--- config.mk ---
export PLATFORM = sky130hd
export DESIGN_NAME = jtcontra_rom_arb
export DESIGN_NICKNAME = d
export VERILOG_FILES = /design/src/rtl/jtcontra_pkg.sv /design/src/rtl/jtcontra_arb_pick.sv /design/src/rtl/jtcontra_rom_arb.sv
export SDC_FILE = /design/constraint.sdc
export NUM_CORES = 1
export LEC_CHECK = 0
export CAP_MARGIN = 20
export CORE_UTILIZATION = 25
export CTS_CLUSTER_DIAMETER = 50
export DETAILED_ROUTE_END_ITERATION = 10
export GPL_TIMING_DRIVEN = 0
export PLACE_DENSITY_LB_ADDON = 0.15
export SLEW_MARGIN = 20
export SYNTH_ARGS = -nofsm -noshare
export SYNTH_HDL_FRONTEND = slang
export SYNTH_HIERARCHICAL = 1
export SYNTH_SLANG_ARGS = --single-unit
export TNS_END_PERCENT = 50
--- constraint.sdc ---
create_clock -name clk -period 2.7 [get_ports clk]
set_input_delay 0.405 -clock clk [delete_from_list [all_inputs] [get_ports clk]]
set_output_delay 0.405 -clock clk [all_outputs]
set_load 0.01 [all_outputs]
--- src/rtl/jtcontra_pkg.sv ---
// Shared definitions for the CONTRA ROM arbiter: FSM states and requester indices.
package jtcontra_pkg;

  typedef enum logic [1:0] {
    IDLE  = 2'd0,
    GUARD = 2'd1,
    WAIT  = 2'd2
  } arb_state_t;

  localparam int unsigned REQ_SCR = 0;
  localparam int unsigned REQ_OBJ = 1;

endpackage

--- src/rtl/jtcontra_arb_pick.sv ---
// Combinational pending detection and grant selection for the two ROM requesters.
module jtcontra_arb_pick #(
  parameter int AW = 18
) (
  input  logic [1:0]    i_cs,
  input  logic [1:0]    i_en,
  input  logic [1:0]    i_ok,
  input  logic [AW-1:0] i_addr0,
  input  logic [AW-1:0] i_addr1,
  input  logic [AW-1:0] i_served0,
  input  logic [AW-1:0] i_served1,
  input  logic          i_last,
  output logic          o_any,
  output logic          o_sel
);
  import jtcontra_pkg::*;

  logic [1:0] w_pend;

  always_comb begin
    w_pend          = '0;
    w_pend[REQ_SCR] = i_cs[REQ_SCR] & i_en[REQ_SCR] &
                      (~i_ok[REQ_SCR] | (i_addr0 != i_served0));
    w_pend[REQ_OBJ] = i_cs[REQ_OBJ] & i_en[REQ_OBJ] &
                      (~i_ok[REQ_OBJ] | (i_addr1 != i_served1));
    o_any = |w_pend;
    // On a tie the requester not named by i_last wins
    if (&w_pend) o_sel = ~i_last;
    else         o_sel = w_pend[REQ_OBJ];
  end

endmodule

--- src/rtl/jtcontra_rom_arb.sv ---
// Two-requester SDRAM ROM arbiter (tilemap / objects) with registered data return.
// Optional round-robin arbitration via JTCONTRA_ARB_RR_EN; default is fixed req0 priority.
module jtcontra_rom_arb #(
  parameter int AW = 18,
  parameter int DW = 16
) (
  input  logic          clk,
  input  logic          rst,
  input  logic [1:0]    en,
  input  logic          req0_cs,
  input  logic [AW-1:0] req0_addr,
  output logic          req0_ok,
  output logic [DW-1:0] req0_data,
  input  logic          req1_cs,
  input  logic [AW-1:0] req1_addr,
  output logic          req1_ok,
  output logic [DW-1:0] req1_data,
  output logic          rom_cs,
  output logic [AW-1:0] rom_addr,
  input  logic [DW-1:0] rom_data,
  input  logic          rom_ok,
  output logic          busy
);
  import jtcontra_pkg::*;

  arb_state_t    r_state, w_state_nxt;
  logic [1:0]    w_cs;
  logic [AW-1:0] w_addr [2];
  logic [1:0]    r_ok;
  logic [DW-1:0] r_data [2];
  logic [AW-1:0] r_served [2];
  logic          r_gnt;
  logic          w_any, w_sel, w_last;
  logic          w_grant, w_done;
  logic [1:0]    w_grant_oh, w_done_oh;

  assign w_cs            = {req1_cs, req0_cs};
  assign w_addr[REQ_SCR] = req0_addr;
  assign w_addr[REQ_OBJ] = req1_addr;

`ifdef JTCONTRA_ARB_RR_EN
  logic r_last;

  always_ff @(posedge clk or posedge rst) begin
    if (rst)          r_last <= 1'b0;
    else if (w_grant) r_last <= w_sel;
  end
  assign w_last = r_last;
`else
  // Pretending req1 was always last served yields fixed req0 priority
  assign w_last = 1'b1;
`endif

  jtcontra_arb_pick #(.AW(AW)) u_pick (
    .i_cs      (w_cs),
    .i_en      (en),
    .i_ok      (r_ok),
    .i_addr0   (req0_addr),
    .i_addr1   (req1_addr),
    .i_served0 (r_served[REQ_SCR]),
    .i_served1 (r_served[REQ_OBJ]),
    .i_last    (w_last),
    .o_any     (w_any),
    .o_sel     (w_sel)
  );

  always_ff @(posedge clk or posedge rst) begin
    if (rst) r_state <= IDLE;
    else     r_state <= w_state_nxt;
  end

  // GUARD never looks at rom_ok: it may still be high from the previous access
  always_comb begin
    w_state_nxt = r_state;
    w_grant     = 1'b0;
    w_done      = 1'b0;
    case (r_state)
      IDLE: begin
        if (w_any) begin
          w_state_nxt = GUARD;
          w_grant     = 1'b1;
        end
      end
      GUARD: w_state_nxt = WAIT;
      WAIT: begin
        if (rom_ok) begin
          w_state_nxt = IDLE;
          w_done      = 1'b1;
        end
      end
      default: w_state_nxt = IDLE;
    endcase
    w_grant_oh = {w_grant & w_sel, w_grant & ~w_sel};
    w_done_oh  = {w_done & r_gnt, w_done & ~r_gnt};
  end

  always_ff @(posedge clk or posedge rst) begin
    if (rst) begin
      rom_cs   <= 1'b0;
      rom_addr <= '0;
      r_gnt    <= 1'b0;
      r_ok     <= '0;
      for (int unsigned n = 0; n < 2; n++) begin
        r_data[n]   <= '0;
        r_served[n] <= '0;
      end
    end else begin
      if (w_grant) begin
        rom_cs   <= 1'b1;
        rom_addr <= w_addr[w_sel];
        r_gnt    <= w_sel;
      end else if (w_done) begin
        rom_cs <= 1'b0;
      end
      // Later assignments take precedence: delivery beats every clear
      for (int unsigned n = 0; n < 2; n++) begin
        if (!w_cs[n]) begin
          r_ok[n] <= 1'b0;
        end else if (!en[n]) begin
          r_ok[n]   <= 1'b1;
          r_data[n] <= '0;
        end else if (w_addr[n] != r_served[n]) begin
          r_ok[n] <= 1'b0;
        end
        if (w_grant_oh[n]) r_ok[n] <= 1'b0;
        if (w_done_oh[n]) begin
          r_ok[n]     <= 1'b1;
          r_data[n]   <= rom_data;
          r_served[n] <= rom_addr;
        end
      end
    end
  end

  assign req0_ok   = r_ok[REQ_SCR];
  assign req1_ok   = r_ok[REQ_OBJ];
  assign req0_data = r_data[REQ_SCR];
  assign req1_data = r_data[REQ_OBJ];
  assign busy      = (r_state != IDLE);

endmodule

======== After elaboration in Yosys (flattened, before gate mapping) ========
Cells that the tools add are included.
operators by class
  reductions and logical operators ........ 10
  bitwise logic cells ..................... 15
  muxes and demuxes ....................... 29
  order comparisons ....................... 1
  eq/ne operators ......................... 10
operators by type and width
  operator                                                                number
  16-bit 2-to-1 mux                                                       6
  18-bit 2-to-1 mux                                                       3
  18-bit != test                                                          2
  1-bit 2-to-1 mux                                                        17
  5-bit by 2-bit != test with 1-bit output (second input constant)        2
  1-bit AND                                                               8
  2-bit AND reduction                                                     4
  2-bit nonzero test                                                      4
  2-bit by 1-bit != test with 1-bit output (second input constant)        3
  2-bit case mux with 3 select lines                                      1
  2-bit 2-to-1 mux                                                        2
  1-bit NOT                                                               4
  2-bit by 1-bit equality test with 1-bit output (second input constant)  1
  2-bit equality test (second input constant)                             1
  2-bit greater-or-equal comparator (second input constant)               1
  2-bit zero test                                                         1
  2-bit != test (second input constant)                                   1
  1-bit NOT with 2-bit output                                             1
  1-bit OR                                                                2
  2-bit OR reduction                                                      1
word-level totals
  input bits .............................. 59
  logic and storage cells ................. 75
  output and inout bits ................... 54
  flip-flop bits (word level) ............. 92

======== Logic depth before layout (Yosys ltp) ========
  word-level depth ........................ 9
  depth in mapped cells ................... 10
  mapped depth without buffers ............ 9

======== By module ========
Netlist, hierarchy kept.
modules (own cells, without submodules)
  module             seq. area each (um^2)  times used  cells each  area each (um^2)
  jtcontra_rom_arb   2,302.2                1           379         4,050.1
  jtcontra_arb_pick  0.0                    1           53          429.2

======== Worst setup path before layout ========
OpenSTA, ideal clock, no wires.
  kind .................................... reg2reg
  start point ............................. register r_served[31] (netlist bit)
  end point ............................... register rom_addr[0]
  setup time .............................. 0.126 ns
  buffers on the path ..................... 1
  arrival time ............................ 2.234 ns
  required time ........................... 2.574 ns
  clock period less this slack ............ 2.360 ns
  setup slack ............................. 0.340 ns
  cell stages (with the launch flop) ...... 9
  path through ............................ dfrtp_1 xnor2_1 nand4_1 or4_1 nor4_2 o21ba_1 clkbuf_1 mux2i_1 a21oi_1
between the ends
  cells in the longest elaborated chain, start to end .. 9
  elaborated cells between the ends (all ways) .. 12
  classes of those cells .................. eq/ne: 1; mux: 6; bitwise: 3; reduce/logical: 2
ends and longest elaborated chain
  item                                                   line                     RTL
  from (decl)                                            jtcontra_rom_arb.sv:31   logic [AW-1:0] r_served [2];
  from (signal, indexed assignment)                      jtcontra_rom_arb.sv:129  r_served[n] <= rom_addr;
  18-bit != test                                         jtcontra_arb_pick.sv:23  (~i_ok[REQ_SCR] | (i_addr0 != i_served0));
  1-bit OR                                               jtcontra_arb_pick.sv:23
  1-bit AND                                              jtcontra_arb_pick.sv:22  w_pend[REQ_SCR] = i_cs[REQ_SCR] & i_en[REQ_SCR] &
  2-bit AND reduction                                    jtcontra_arb_pick.sv:28  if (&w_pend) o_sel = ~i_last;
  1-bit 2-to-1 mux                                       jtcontra_arb_pick.sv:28
  net w_sel                                              jtcontra_rom_arb.sv:33   logic w_any, w_sel, w_last;
  1-bit NOT with 2-bit output (implied by the code)      jtcontra_rom_arb.sv:110  rom_addr <= w_addr[w_sel];
  18-bit 2-to-1 mux (implied by the code) (3 in series)  jtcontra_rom_arb.sv:110
  to (signal assigned)                                   jtcontra_rom_arb.sv:110
  to (decl)                                              jtcontra_rom_arb.sv:19   output logic [AW-1:0] rom_addr,
The timed path passes the listed nets, and every way through them passes these cells. The select of a mux whose other input is x is not followed.
A chain may end at the register's enable or synchronous reset.

======== Worst setup path in the final report ========
  start point ............................. input port req1_addr[7]
  end point ............................... register rom_addr[17]
between the ends
  elaborated cells between the ends (all ways) .. 12
  classes of those cells .................. eq/ne: 1; mux: 6; bitwise: 3; reduce/logical: 2
RTL lines
  item                line                     RTL
  from (decl)         jtcontra_rom_arb.sv:15   input logic [AW-1:0] req1_addr,
  18-bit != test      jtcontra_arb_pick.sv:25  (~i_ok[REQ_OBJ] | (i_addr1 != i_served1));
  1-bit OR            jtcontra_arb_pick.sv:25
  1-bit AND           jtcontra_arb_pick.sv:24  w_pend[REQ_OBJ] = i_cs[REQ_OBJ] & i_en[REQ_OBJ] &
  2-bit OR reduction  jtcontra_arb_pick.sv:26  o_any = |w_pend;
  net w_any           jtcontra_rom_arb.sv:33
  1-bit 2-to-1 mux    jtcontra_rom_arb.sv:79   if (w_any) begin
  1-bit 2-to-1 mux    jtcontra_rom_arb.sv:77   case (r_state)
The timed path passes the listed nets, and every way through them passes these cells. The select of a mux whose other input is x is not followed.

==> reports/results.ini <==
[status]
status=complete, no violations

[power]
ir_worst_vdd_v=0.000331
p_leak_nw=2.78
p_per_area_nw_per_um2=971

[synthesis]
syn_area_um2=4480
avgSynthCellArea_um2=10.4
yosys_warnings=6
ys_seq_area_frac=0.514
yosysTopAreaCellShare=0.514
synth.distinct_cells=34
synth_largest_area_cell=dfrtp_1
async_reset_ff_frac=1.00
synth-edff-count=0
synth_area_leaders=dfrtp_1 (51%), xnor2_1 (11%), nand2_1 (7.4%)
synthFlopType=dfrtp_1
syn-num-nets=491
synth-seq-cells=92
synthCells=432

[setup_path]
worstSetupEndpoint=rom_addr[17]
crit_path_end_kind=register
crit_fanout=10
critPathLaunch=req1_addr[7]
arrival_ps=2880
cp-start-kind=input pin
cp.required_ps=2960
r2r_end=rom_addr[17]
crit_type=in -> reg
r2r_slack_ps=150
rr_startpoint=r_served[31]
reg2reg_depth=9

[drt]
vias_per_cell=4.44
via_count=3504
firstDrtPassIters=4
drtAntennaViolNets=0
first_iter_violations=140
drc=0
wl_um=14000
wl_per_cell_um=17.7

[clock_tree]
cts.path.max_buffers=2
clkTransAtPathRegs_ps=70
cts_buffers=9
holdBufCountCts=0
h-tree-depth=3
cts_sinks=92
cts-root-buf=clkbuf_16
cts_tree=yes
worstSkewPairLatency_ps=340

[timing]
period_minus_slack_ps=2610
slew_viol_final=0
setup_viol=0
hold_violations=0
skew_ps=5.98
rsz0062_at_grt=no
finalCritPeriodShare=0.968
fmax_ghz=0.383
holdWs_ps=481

[global_routing]
antenna_found_initial=0
grt_pass1_wl_um=21500
grt_max_degree=33
grt_overflow_total=0
grt_pass1_vias=3584
grt_use_total=0.159

[place]
io_buffers=112
placed_cell_area_um2=5950
gp_congestion=0.792
hpwl_um=10500

[floorplanning]
dieArea_um2=18500
io_pins=113
start_util=0.257
coreArea_um2=17400
die_width_um=136
rows=48
fp.dieH_um=136

[final_layout]
diodes=0
drive_above_1_share=0.126
postLayoutCoreUtil=0.364
fill_cells=1748
area_growth_pct=41.6
finalInstanceArea_um2=6340
fin_nets=618

[worst_hold_path]
min_path_type=in -> async

[flow_run]
drv_cap=0

synth_stat cells (3+ instances only):
cell,instances
buf_2,12
inv_1,6
nand4_1,14
nand3_1,20
xnor2_1,54
dfrtp_1,92
nor3_1,3
nor2_1,19
mux2i_1,18
a22o_1,16
o21ai_0,6
mux2_2,18
clkbuf_1,5
xor2_1,18
nor4_1,3
a21oi_1,20
nand2_1,88
report_power, final:
group          leakage [nW]  switching (mW)  internal [mW]
Sequential             1.14           0.562           1.93
Clock                 0.149           0.552          0.715
Combinational          1.49            1.07           1.33
Total                  2.78            2.19           3.97
area by class of cell:
cell class	count	area, um2	share of cell area
clock inverters	7	67.6	0.0107
multi-input cells	315	2130	0.336
inverters	6	26.3	0.00414
repair buffers	116	1190	0.188
flip-flops and latches	92	2300	0.363
clock buffers	9	225	0.0355
well taps	225	282	0.0444
plain buffers	19	118	0.0185
flip-flops by register name, indices dropped and copies added (netlist names):
name,flops
rom_addr,18
req0_data,16
r_state,2
r_gnt,1
r_served,36
req1_data,16
rom_cs,1
r_ok,2
placed cells by master (no fill, tap or decap), types with 2 or more instances in the layout:
| master | instances |
|---|---|
| a21oi_1 | 20 |
| a22o_1 | 16 |
| buf_12 | 3 |
| buf_2 | 9 |
| buf_4 | 5 |
| clkbuf_1 | 2 |
| clkbuf_16 | 9 |
| clkbuf_2 | 2 |
| clkdlybuf4s50_1 | 92 |
| clkinv_2 | 4 |
| clkinv_4 | 2 |
| dfrtp_1 | 92 |
| dlygate4sd2_1 | 12 |
| dlymetal6s2s_1 | 8 |
| inv_1 | 5 |
| mux2_2 | 18 |
| mux2i_1 | 18 |
| nand2_1 | 88 |
| nand3_1 | 20 |
| nand4_1 | 14 |
| nor2_1 | 19 |
| nor3_1 | 3 |
| nor4_1 | 3 |
| o21ai_0 | 5 |
| or2_1 | 2 |
| xnor2_1 | 49 |
| xnor2_2 | 5 |
| xor2_1 | 18 |
timing repair:
action / 4_1_cts / 5_1_grt
setup endpoints to repair: 22 / 19
pin swaps: 5 / 5
resized for setup: 32 / 9
setup buffers: 0 / 1
worst min path at each step:
| stage | start | endpoint | slack (ps) | cells past startpoint |
|---|---|---|---|---|
| 6_report | rst | rom_addr[16] | 480 | 3 |
| 5_1_grt | rst | rom_addr[16] | 500 | 3 |
| 4_1_cts | rst | req0_data[7] | 490 | 3 |
| 3_5_place_dp | req0_data[9] | req0_data[9] | 480 | 1 |
| 3_3_place_gp | req1_data[15] | req1_data[15] | 480 | 2 |
| 2_1_floorplan | r_served[0] | r_served[0] | 510 | 2 |
worst max-delay path, stage by stage:
cell and delay [ps]:
clkdlybuf4s50_1 560, xnor2_1 160, nand4_1 100, or4_1 490, o211ai_1 280, o21ai_2 120, nor3b_2 200, buf_4 200
buf_4 200, a21oi_1 150
cell families (layout without fill, tap and decap cells):
logic type | Yosys count | in the layout | share of synthesized area
AO/OA/AOI/OAI | 48 | 48 | 0.0710
AND/OR/NAND/NOR | 158 | 158 | 0.162
other | 1 | 1 | 0.000837
buffers and inverters | 25 | 157 | 0.0260
multiplexers | 36 | 36 | 0.0855
XOR/XNOR | 72 | 72 | 0.141
flip-flops | 92 | 92 | 0.514
per-stage QoR:
stage,setup TNS [ps],setup WS [ps],power [mW],instances
final,0,87.0,6.16,789
after detailed placement,-17440,-1010,4.87,772
after CTS,-5.31,-5.31,6.21,788
after global routing,0,5.19,6.55,789
after global placement,-17380,-1010,4.81,769
after floorplan,0,340,3.69,432
metal layers:
layer  GRT usage  wire [um]  up-vias
li1            -          -     1713
met1       0.230       6930     1710
met2       0.244       6420       75
met3      0.0295        502        6
met4      0.0370         99        0
met5           0          0        -
(Power assumes the default switching activity.)
